<file path="config.mk">
export PLATFORM = sky130hd
export DESIGN_NAME = mem_access_unit
export DESIGN_NICKNAME = d
export VERILOG_FILES = /design/src/rtl/mem_pkg.sv /design/src/rtl/load_extend.sv /design/src/rtl/mem_access_unit.sv
export SDC_FILE = /design/constraint.sdc
export NUM_CORES = 1
export LEC_CHECK = 0
export ABC_AREA = 1
export BUFFER_PORTS_ARGS = -buffer_cell sky130_fd_sc_hd__buf_2
export CORE_MARGIN = 8
export CORE_UTILIZATION = 45
export DETAILED_ROUTE_END_ITERATION = 8
export GPL_ROUTABILITY_DRIVEN = 1
export GPL_TIMING_DRIVEN = 0
export PLACE_DENSITY = 0.75
export SYNTH_ARGS = -nofsm -noshare
export SYNTH_HDL_FRONTEND = slang
export SYNTH_SLANG_ARGS = --single-unit
</file>
<file path="constraint.sdc">
create_clock -name clk -period 3 [get_ports clk]
set_clock_uncertainty 0.1 [all_clocks]
set_input_delay 0.3 -clock clk [delete_from_list [all_inputs] [get_ports clk]]
set_output_delay 0.3 -clock clk [all_outputs]
set_load 0.05 [all_outputs]
</file>
<file path="src/rtl/mem_pkg.sv">
// Shared encodings for the data-memory access unit: FSM states, access sizes,
// the ByteSrcM bit that selects zero-extension, and the alignment rule.
package mem_pkg;

    typedef enum logic [1:0] {
        ST_IDLE = 2'd0,
        ST_REQ  = 2'd1,
        ST_WAIT = 2'd2,
        ST_DONE = 2'd3
    } state_e;

    localparam logic [1:0] SZ_BYTE = 2'b00;
    localparam logic [1:0] SZ_HALF = 2'b01;
    localparam logic [1:0] SZ_WORD = 2'b10;

    localparam int ZEXT = 2;

    // Size code 2'b11 falls into the word rule.
    function automatic logic is_misaligned(input logic [1:0] size, input logic [1:0] off);
        case (size)
            SZ_BYTE: return 1'b0;
            SZ_HALF: return off[0];
            default: return off != 2'b00;
        endcase
    endfunction

endpackage

</file>
<file path="src/rtl/load_extend.sv">
// Load-data extraction: shift the addressed lane down to bit 0, then sign- or
// zero-extend from 8, 16 or XLEN bits.
module load_extend import mem_pkg::*; #(
    parameter int XLEN = 32
) (
    input  logic [XLEN-1:0] rdata,
    input  logic [1:0]      offset,
    input  logic [1:0]      size,
    input  logic            zext,
    output logic [XLEN-1:0] result
);

    logic [XLEN-1:0] shifted;

    always_comb begin
        shifted = rdata >> {offset, 3'b000};
        case (size)
            SZ_BYTE: result = {{(XLEN-8){shifted[7] & ~zext}}, shifted[7:0]};
            SZ_HALF: result = {{(XLEN-16){shifted[15] & ~zext}}, shifted[15:0]};
            default: result = shifted;
        endcase
    end

endmodule

</file>
<file path="src/rtl/mem_access_unit.sv">
// M-stage data-memory access unit: turns load/store instructions into a
// req/gnt/rvalid bus transaction and stalls the pipeline until it completes.
module mem_access_unit import mem_pkg::*; #(
    parameter int XLEN = 32
) (
    input  logic            clk,
    input  logic            reset,
    input  logic            MemReadM,
    input  logic            MemWriteM,
    input  logic [1:0]      ByteAccessM,
    input  logic [2:0]      ByteSrcM,
    input  logic [XLEN-1:0] ALUResultM,
    input  logic [XLEN-1:0] WriteDataM,
    output logic [XLEN-1:0] ReadDataM,
    output logic            StallM,
    output logic            MisalignM,
    output logic            dmem_req,
    output logic            dmem_we,
    output logic [XLEN-1:0] dmem_addr,
    output logic [3:0]      dmem_be,
    output logic [XLEN-1:0] dmem_wdata,
    input  logic            dmem_gnt,
    input  logic            dmem_rvalid,
    input  logic [XLEN-1:0] dmem_rdata,
    output logic [1:0]      dbg_state
);

    state_e          state_q, state_d;
    logic [XLEN-3:0] addr_q, addr_d;
    logic [1:0]      off_q, off_d;
    logic [1:0]      size_q, size_d;
    logic            zext_q, zext_d;
    logic [3:0]      be_q, be_d;
    logic [XLEN-1:0] wdata_q, wdata_d;
    logic            we_q, we_d;
    logic [XLEN-1:0] rdata_q, rdata_d;

    logic            access;
    logic            misaligned;
    logic [3:0]      store_be;
    logic [XLEN-1:0] store_wdata;
    logic [XLEN-1:0] load_result;
    logic            unused_bytesrc;

    assign unused_bytesrc = ^ByteSrcM[1:0];

    load_extend #(.XLEN(XLEN)) u_load_extend (
        .rdata  (dmem_rdata),
        .offset (off_q),
        .size   (size_q),
        .zext   (zext_q),
        .result (load_result)
    );

    always_comb begin
        access     = MemReadM | MemWriteM;
        misaligned = access & is_misaligned(ByteAccessM, ALUResultM[1:0]);
        case (ByteAccessM)
            SZ_BYTE: begin
                store_be    = 4'b0001 << ALUResultM[1:0];
                store_wdata = {(XLEN/8){WriteDataM[7:0]}};
            end
            SZ_HALF: begin
                store_be    = 4'b0011 << ALUResultM[1:0];
                store_wdata = {(XLEN/16){WriteDataM[15:0]}};
            end
            default: begin
                store_be    = 4'b1111;
                store_wdata = WriteDataM;
            end
        endcase
    end

    always_comb begin
        state_d = state_q;
        addr_d  = addr_q;
        off_d   = off_q;
        size_d  = size_q;
        zext_d  = zext_q;
        be_d    = be_q;
        wdata_d = wdata_q;
        we_d    = we_q;
        rdata_d = rdata_q;
        case (state_q)
            ST_IDLE: begin
                if (access && !misaligned) begin
                    // A set MemWriteM wins when both strobes are asserted.
                    addr_d  = ALUResultM[XLEN-1:2];
                    off_d   = ALUResultM[1:0];
                    size_d  = ByteAccessM;
                    zext_d  = ByteSrcM[ZEXT];
                    be_d    = MemWriteM ? store_be : 4'b1111;
                    wdata_d = store_wdata;
                    we_d    = MemWriteM;
                    state_d = ST_REQ;
                end
            end
            ST_REQ: begin
                if (dmem_gnt) begin
                    state_d = dmem_rvalid ? ST_DONE : ST_WAIT;
                    if (dmem_rvalid && !we_q) rdata_d = load_result;
                end
            end
            ST_WAIT: begin
                if (dmem_rvalid) begin
                    state_d = ST_DONE;
                    if (!we_q) rdata_d = load_result;
                end
            end
            default: state_d = ST_IDLE;
        endcase
    end

    always_ff @(posedge clk or negedge reset) begin
        if (!reset) begin
            state_q <= ST_IDLE;
            addr_q  <= '0;
            off_q   <= '0;
            size_q  <= '0;
            zext_q  <= 1'b0;
            be_q    <= '0;
            wdata_q <= '0;
            we_q    <= 1'b0;
            rdata_q <= '0;
        end else begin
            state_q <= state_d;
            addr_q  <= addr_d;
            off_q   <= off_d;
            size_q  <= size_d;
            zext_q  <= zext_d;
            be_q    <= be_d;
            wdata_q <= wdata_d;
            we_q    <= we_d;
            rdata_q <= rdata_d;
        end
    end

    // The IDLE-cycle terms are gated by reset so every output reads 0 while it is held.
    assign StallM     = (reset & (state_q == ST_IDLE) & access & ~misaligned)
                      | (state_q == ST_REQ) | (state_q == ST_WAIT);
    assign MisalignM  = reset & (state_q == ST_IDLE) & misaligned;
    assign dmem_req   = (state_q == ST_REQ);
    assign dmem_we    = we_q;
    assign dmem_addr  = {addr_q, 2'b00};
    assign dmem_be    = be_q;
    assign dmem_wdata = wdata_q;
    assign ReadDataM  = rdata_q;
    assign dbg_state  = state_q;

endmodule

</file>
==> run_summary.xml <==
<?xml version="1.0" encoding="UTF-8"?>
<metrics>
  <group name="status">
    <metric name="status" unit="">finished, final reports clean</metric>
  </group>
  <group name="layout">
    <metric name="fraction_of_final_layout_cells_with_drive_strength_greater_than_1" unit="">0.289</metric>
    <metric name="area_growth_syn_to_layout" unit="%">28.9</metric>
    <metric name="utilization" unit="">0.585</metric>
    <metric name="nFillCells" unit="">1167</metric>
    <metric name="antenna-diode-count" unit="">0</metric>
    <metric name="nets" unit="">1074</metric>
    <metric name="stdcell_area" unit="µm²">6910</metric>
  </group>
  <group name="grt">
    <metric name="globalRouteTotalUtil" unit="">0.216</metric>
    <metric name="grt_start_max_net_pins" unit="">68</metric>
    <metric name="first_global_vias" unit="">5536</metric>
    <metric name="grt_pass1_wl" unit="µm">27300</metric>
    <metric name="grt_remaining_overflow" unit="">0</metric>
    <metric name="grt_antenna_before_repair" unit="">0</metric>
  </group>
  <group name="timing">
    <metric name="timing.final.max_slew_violations" unit="">0</metric>
    <metric name="tightestPinTransition" unit="ns">0.562</metric>
    <metric name="min_period" unit="ns">2.72</metric>
    <metric name="slew_headroom" unit="">0.625</metric>
    <metric name="number_of_failing_setup_endpoints_in_the_final_timing_report" unit="">0</metric>
    <metric name="post-route-worst-setup-slack" unit="ns">0.278</metric>
    <metric name="rsz0062_at_grt" unit="">no</metric>
    <metric name="setup_tns" unit="ns">0</metric>
    <metric name="timing.fmax" unit="MHz">367</metric>
    <metric name="finalCritPeriodShare" unit="">0.907</metric>
    <metric name="timing_hold_violations_final" unit="">0</metric>
  </group>
  <group name="yosys">
    <metric name="synth.area.top_cells" unit="">sky130_fd_sc_hd__dfrtp_1 (49%), sky130_fd_sc_hd__nand2_1 (25%), sky130_fd_sc_hd__nand3_1 (5.9%)</metric>
    <metric name="synth_cell_type_count" unit="">22</metric>
    <metric name="ys_seq_elements" unit="">106</metric>
    <metric name="synth-seq-area-share" unit="">0.495</metric>
    <metric name="post-synth-top-area-fraction" unit="">0.495</metric>
    <metric name="mappedNetlistArea" unit="µm²">5360</metric>
    <metric name="synthesis.instances" unit="">741</metric>
    <metric name="postSynthAreaPerCell" unit="µm²">7.24</metric>
    <metric name="ys.warnings.count" unit="">0</metric>
    <metric name="yosys_top_cell_by_area" unit="">sky130_fd_sc_hd__dfrtp_1</metric>
  </group>
  <group name="min_path">
    <metric name="min_path_type" unit="">primary input to flip-flop</metric>
  </group>
  <group name="worst_setup_path">
    <metric name="cell_by_cell_trace_of_the_critical_path" unit="">dlygate4sd3_1 -&gt; buf_4 -&gt; buf_16 -&gt; nand2_1 -&gt; nor3b_1 -&gt; buf_2</metric>
    <metric name="critical-path-slowest-cell" unit="">sky130_fd_sc_hd__dlygate4sd3_1</metric>
    <metric name="critical_path.startpoint_type" unit="">primary input</metric>
    <metric name="timing.setup.critical_path_class" unit="">primary input to primary output</metric>
    <metric name="critPathArrivalTime" unit="ns">2.32</metric>
    <metric name="cpPeakStageDelay" unit="ns">0.53</metric>
    <metric name="cp-end-kind" unit="">primary output</metric>
    <metric name="path_buf_inv" unit="">4</metric>
    <metric name="worst_ep_required_time" unit="ns">2.60</metric>
    <metric name="path_max_fanout" unit="">67</metric>
    <metric name="critPathTopFamily" unit="">buffers and inverters</metric>
  </group>
  <group name="detailed_routing">
    <metric name="vias" unit="">5421</metric>
    <metric name="drc" unit="">0</metric>
    <metric name="final_antenna_violating_net_count" unit="">0</metric>
    <metric name="routed_wirelength" unit="µm">16800</metric>
    <metric name="avgViaCountPerCell" unit="">4.86</metric>
    <metric name="drt_pre_antenna_iters" unit="">5</metric>
    <metric name="wl_per_cell" unit="µm">15.1</metric>
    <metric name="drt_first_iter_violations" unit="">367</metric>
  </group>
  <group name="power">
    <metric name="power.leakage" unit="nW">4.09</metric>
    <metric name="power_density_normalized_to_cell_area" unit="nW/µm²">1320</metric>
    <metric name="vdd_drop_max" unit="mV">0.701</metric>
  </group>
  <group name="clock_tree">
    <metric name="clock_tree_from_tritoncts" unit="">done</metric>
    <metric name="clkSlewWorstSetupHoldPaths" unit="ns">0.07</metric>
    <metric name="htreeDepth" unit="">3</metric>
    <metric name="clock_insertion_delay_worst_skew" unit="ns">0.35</metric>
    <metric name="cts-root-to-sink-buffers" unit="">2</metric>
    <metric name="tritoncts.num_buffers" unit="">9</metric>
    <metric name="clock_sink_count" unit="">106</metric>
    <metric name="clock_tree.root_cell" unit="">sky130_fd_sc_hd__clkbuf_16</metric>
  </group>
  <group name="floorplan">
    <metric name="num_io_pins" unit="">213</metric>
    <metric name="fp.dieH" unit="µm">125</metric>
    <metric name="initial_core_util" unit="">0.454</metric>
    <metric name="fp.dieArea" unit="µm²">15700</metric>
    <metric name="placeableCoreArea" unit="µm²">11800</metric>
    <metric name="rows" unit="">40</metric>
    <metric name="dieWidth" unit="µm">125</metric>
  </group>
  <group name="placement">
    <metric name="postPlaceCellArea" unit="µm²">6620</metric>
    <metric name="pre_cts_slack" unit="ns">0.769</metric>
    <metric name="globalplace.congestion" unit="">0.904</metric>
    <metric name="port_buffers" unit="">208</metric>
    <metric name="dp_hpwl" unit="µm">13000</metric>
  </group>
  <group name="flow_run">
    <metric name="max_cap_violations" unit="">0</metric>
  </group>
</metrics>
==> Yosys cell counts (all sizes together) <==
master / n
clkbuf: 11
o21ai: 26
dfrtp: 106
or2: 24
buf: 29
nor2: 47
ha: 4
a21oi: 10
nor3b: 1
o21bai: 1
nand4: 1
nand3: 64
conb: 1
o211ai: 6
inv: 51
nand2: 359
==> flip-flops by register name, summed over array words and instances (netlist names) <==
register    cells
off_q           2
ReadDataM      32
dmem_we         1
addr_q         30
dmem_wdata     32
size_q          2
zext_q          1
dbg_state       2
dmem_be         4
==> per-stage QoR <==
stage | hold slack (ns) | power, W | cells
3_5_place_dp | 0.228 | 0.00802 | 1098
4_1_cts | 0.0285 | 0.00918 | 1115
6_report | 0.0397 | 0.00911 | 1115
3_3_place_gp | 0.348 | 0.00794 | 1097
2_1_floorplan | -0.0956 | 0.00660 | 742
5_1_grt | 0.0357 | 0.00971 | 1115
==> layer usage <==
| layer | GRT usage | share of wire | vias to the layer above |
|---|---|---|---|
| met2 | 0.361 | 0.47 | 210 |
| met3 | 0.0667 | 0.084 | 21 |
| met1 | 0.256 | 0.43 | 2467 |
| met4 | 0.0824 | 0.018 | 0 |
| met5 | 0 | 0 | - |
| li1 | - | - | 2723 |
==> power breakdown <==
group,switching (W),internal [W],leakage (nW),total (W)
clock network,0.000557,0.000593,0.138,0.00115
registers,0.000345,0.00212,1.30,0.00246
logic,0.00416,0.00134,2.65,0.00550
total,0.00506,0.00405,4.09,0.00911
==> worst paths after layout <==
check / from / to / slack (ns) / depth (start not counted)
min: ALUResultM[14] / addr_q[12]$_DFFE_PN0P_ / 0.04 / 3
min in group asynchronous: reset / addr_q[27]$_DFFE_PN0P_ / 0.38 / 2
max reg2reg: dbg_state[1]$_DFFE_PN0P_ / ReadDataM[14]$_DFFE_PN0P_ / 0.88 / 11
min reg2reg: dmem_wdata[17]$_DFFE_PN0P_ / dmem_wdata[17]$_DFFE_PN0P_ / 0.37 / 2
max in group asynchronous: reset / dmem_wdata[22]$_DFFE_PN0P_ / 1.71 / 3
max: reset / MisalignM / 0.28 / 6
==> cells in the final DEF (no fill, tap or decap) <==
master | synthesis | final
sky130_fd_sc_hd__a21oi_1 | 10 | 10
sky130_fd_sc_hd__buf_1 | 3 | 3
sky130_fd_sc_hd__buf_16 | 0 | 1
sky130_fd_sc_hd__buf_2 | 18 | 225
sky130_fd_sc_hd__buf_4 | 8 | 9
sky130_fd_sc_hd__clkbuf_1 | 11 | 12
sky130_fd_sc_hd__clkbuf_16 | 0 | 9
sky130_fd_sc_hd__clkbuf_8 | 0 | 1
sky130_fd_sc_hd__clkinv_2 | 0 | 2
sky130_fd_sc_hd__clkinvlp_4 | 0 | 1
sky130_fd_sc_hd__conb_1 | 1 | 2
sky130_fd_sc_hd__dfrtp_1 | 106 | 106
sky130_fd_sc_hd__dlygate4sd3_1 | 0 | 1
sky130_fd_sc_hd__ha_1 | 4 | 4
sky130_fd_sc_hd__inv_1 | 49 | 49
sky130_fd_sc_hd__inv_2 | 2 | 2
sky130_fd_sc_hd__inv_6 | 0 | 1
sky130_fd_sc_hd__inv_8 | 0 | 1
sky130_fd_sc_hd__nand2_1 | 359 | 359
sky130_fd_sc_hd__nand3_1 | 63 | 63
sky130_fd_sc_hd__nand3_2 | 1 | 1
sky130_fd_sc_hd__nand4_2 | 1 | 1
sky130_fd_sc_hd__nor2_1 | 45 | 45
sky130_fd_sc_hd__nor2_2 | 1 | 1
sky130_fd_sc_hd__nor2_4 | 1 | 1
sky130_fd_sc_hd__nor3b_1 | 1 | 1
sky130_fd_sc_hd__o211ai_1 | 6 | 6
sky130_fd_sc_hd__o21ai_0 | 26 | 26
sky130_fd_sc_hd__o21bai_1 | 1 | 1
sky130_fd_sc_hd__or2_2 | 24 | 24
==> kinds of logic (layout without fill, tap and decap cells) <==
kind of cell               count (synthesis)  count (layout)  synth area share
other                                      1               2          0.000699
adders and majority gates                  4               4           0.00933
AOI/OAI and AO/OA                         43              43            0.0434
and+or+nand+nor                          496             496             0.378
buffers and inverters                     91             317            0.0735
DFF                                      106             106             0.495
==> worst reg2reg max path: cells and delay by family, from the launching register on <==
family,cells,cell delay [ns]
adder cells (fa/ha/maj),1,0.20
buffers and inverters,6,0.80
flip-flops,1,0.43
AND/OR/NAND/NOR,4,0.49
==> cell type report <==
type | count | area (µm²) | share of cell area
buffer | 40 | 203 | 0.0293
inverter | 51 | 191 | 0.0277
tap | 147 | 184 | 0.0266
clock inverter | 5 | 37.5 | 0.00543
sequential | 106 | 2650 | 0.384
multi-input combinational | 545 | 2320 | 0.336
timing repair buffer | 210 | 1080 | 0.156
clock buffer | 11 | 243 | 0.0351
==> repair_timing <==
action	4_1_cts	5_1_grt
setup buffers	0	0
endpoints found under the hold margin	40	0
resized for setup	0	0
hold buffers	1	0
No activity file was read; power rests on OpenSTA's default activity.
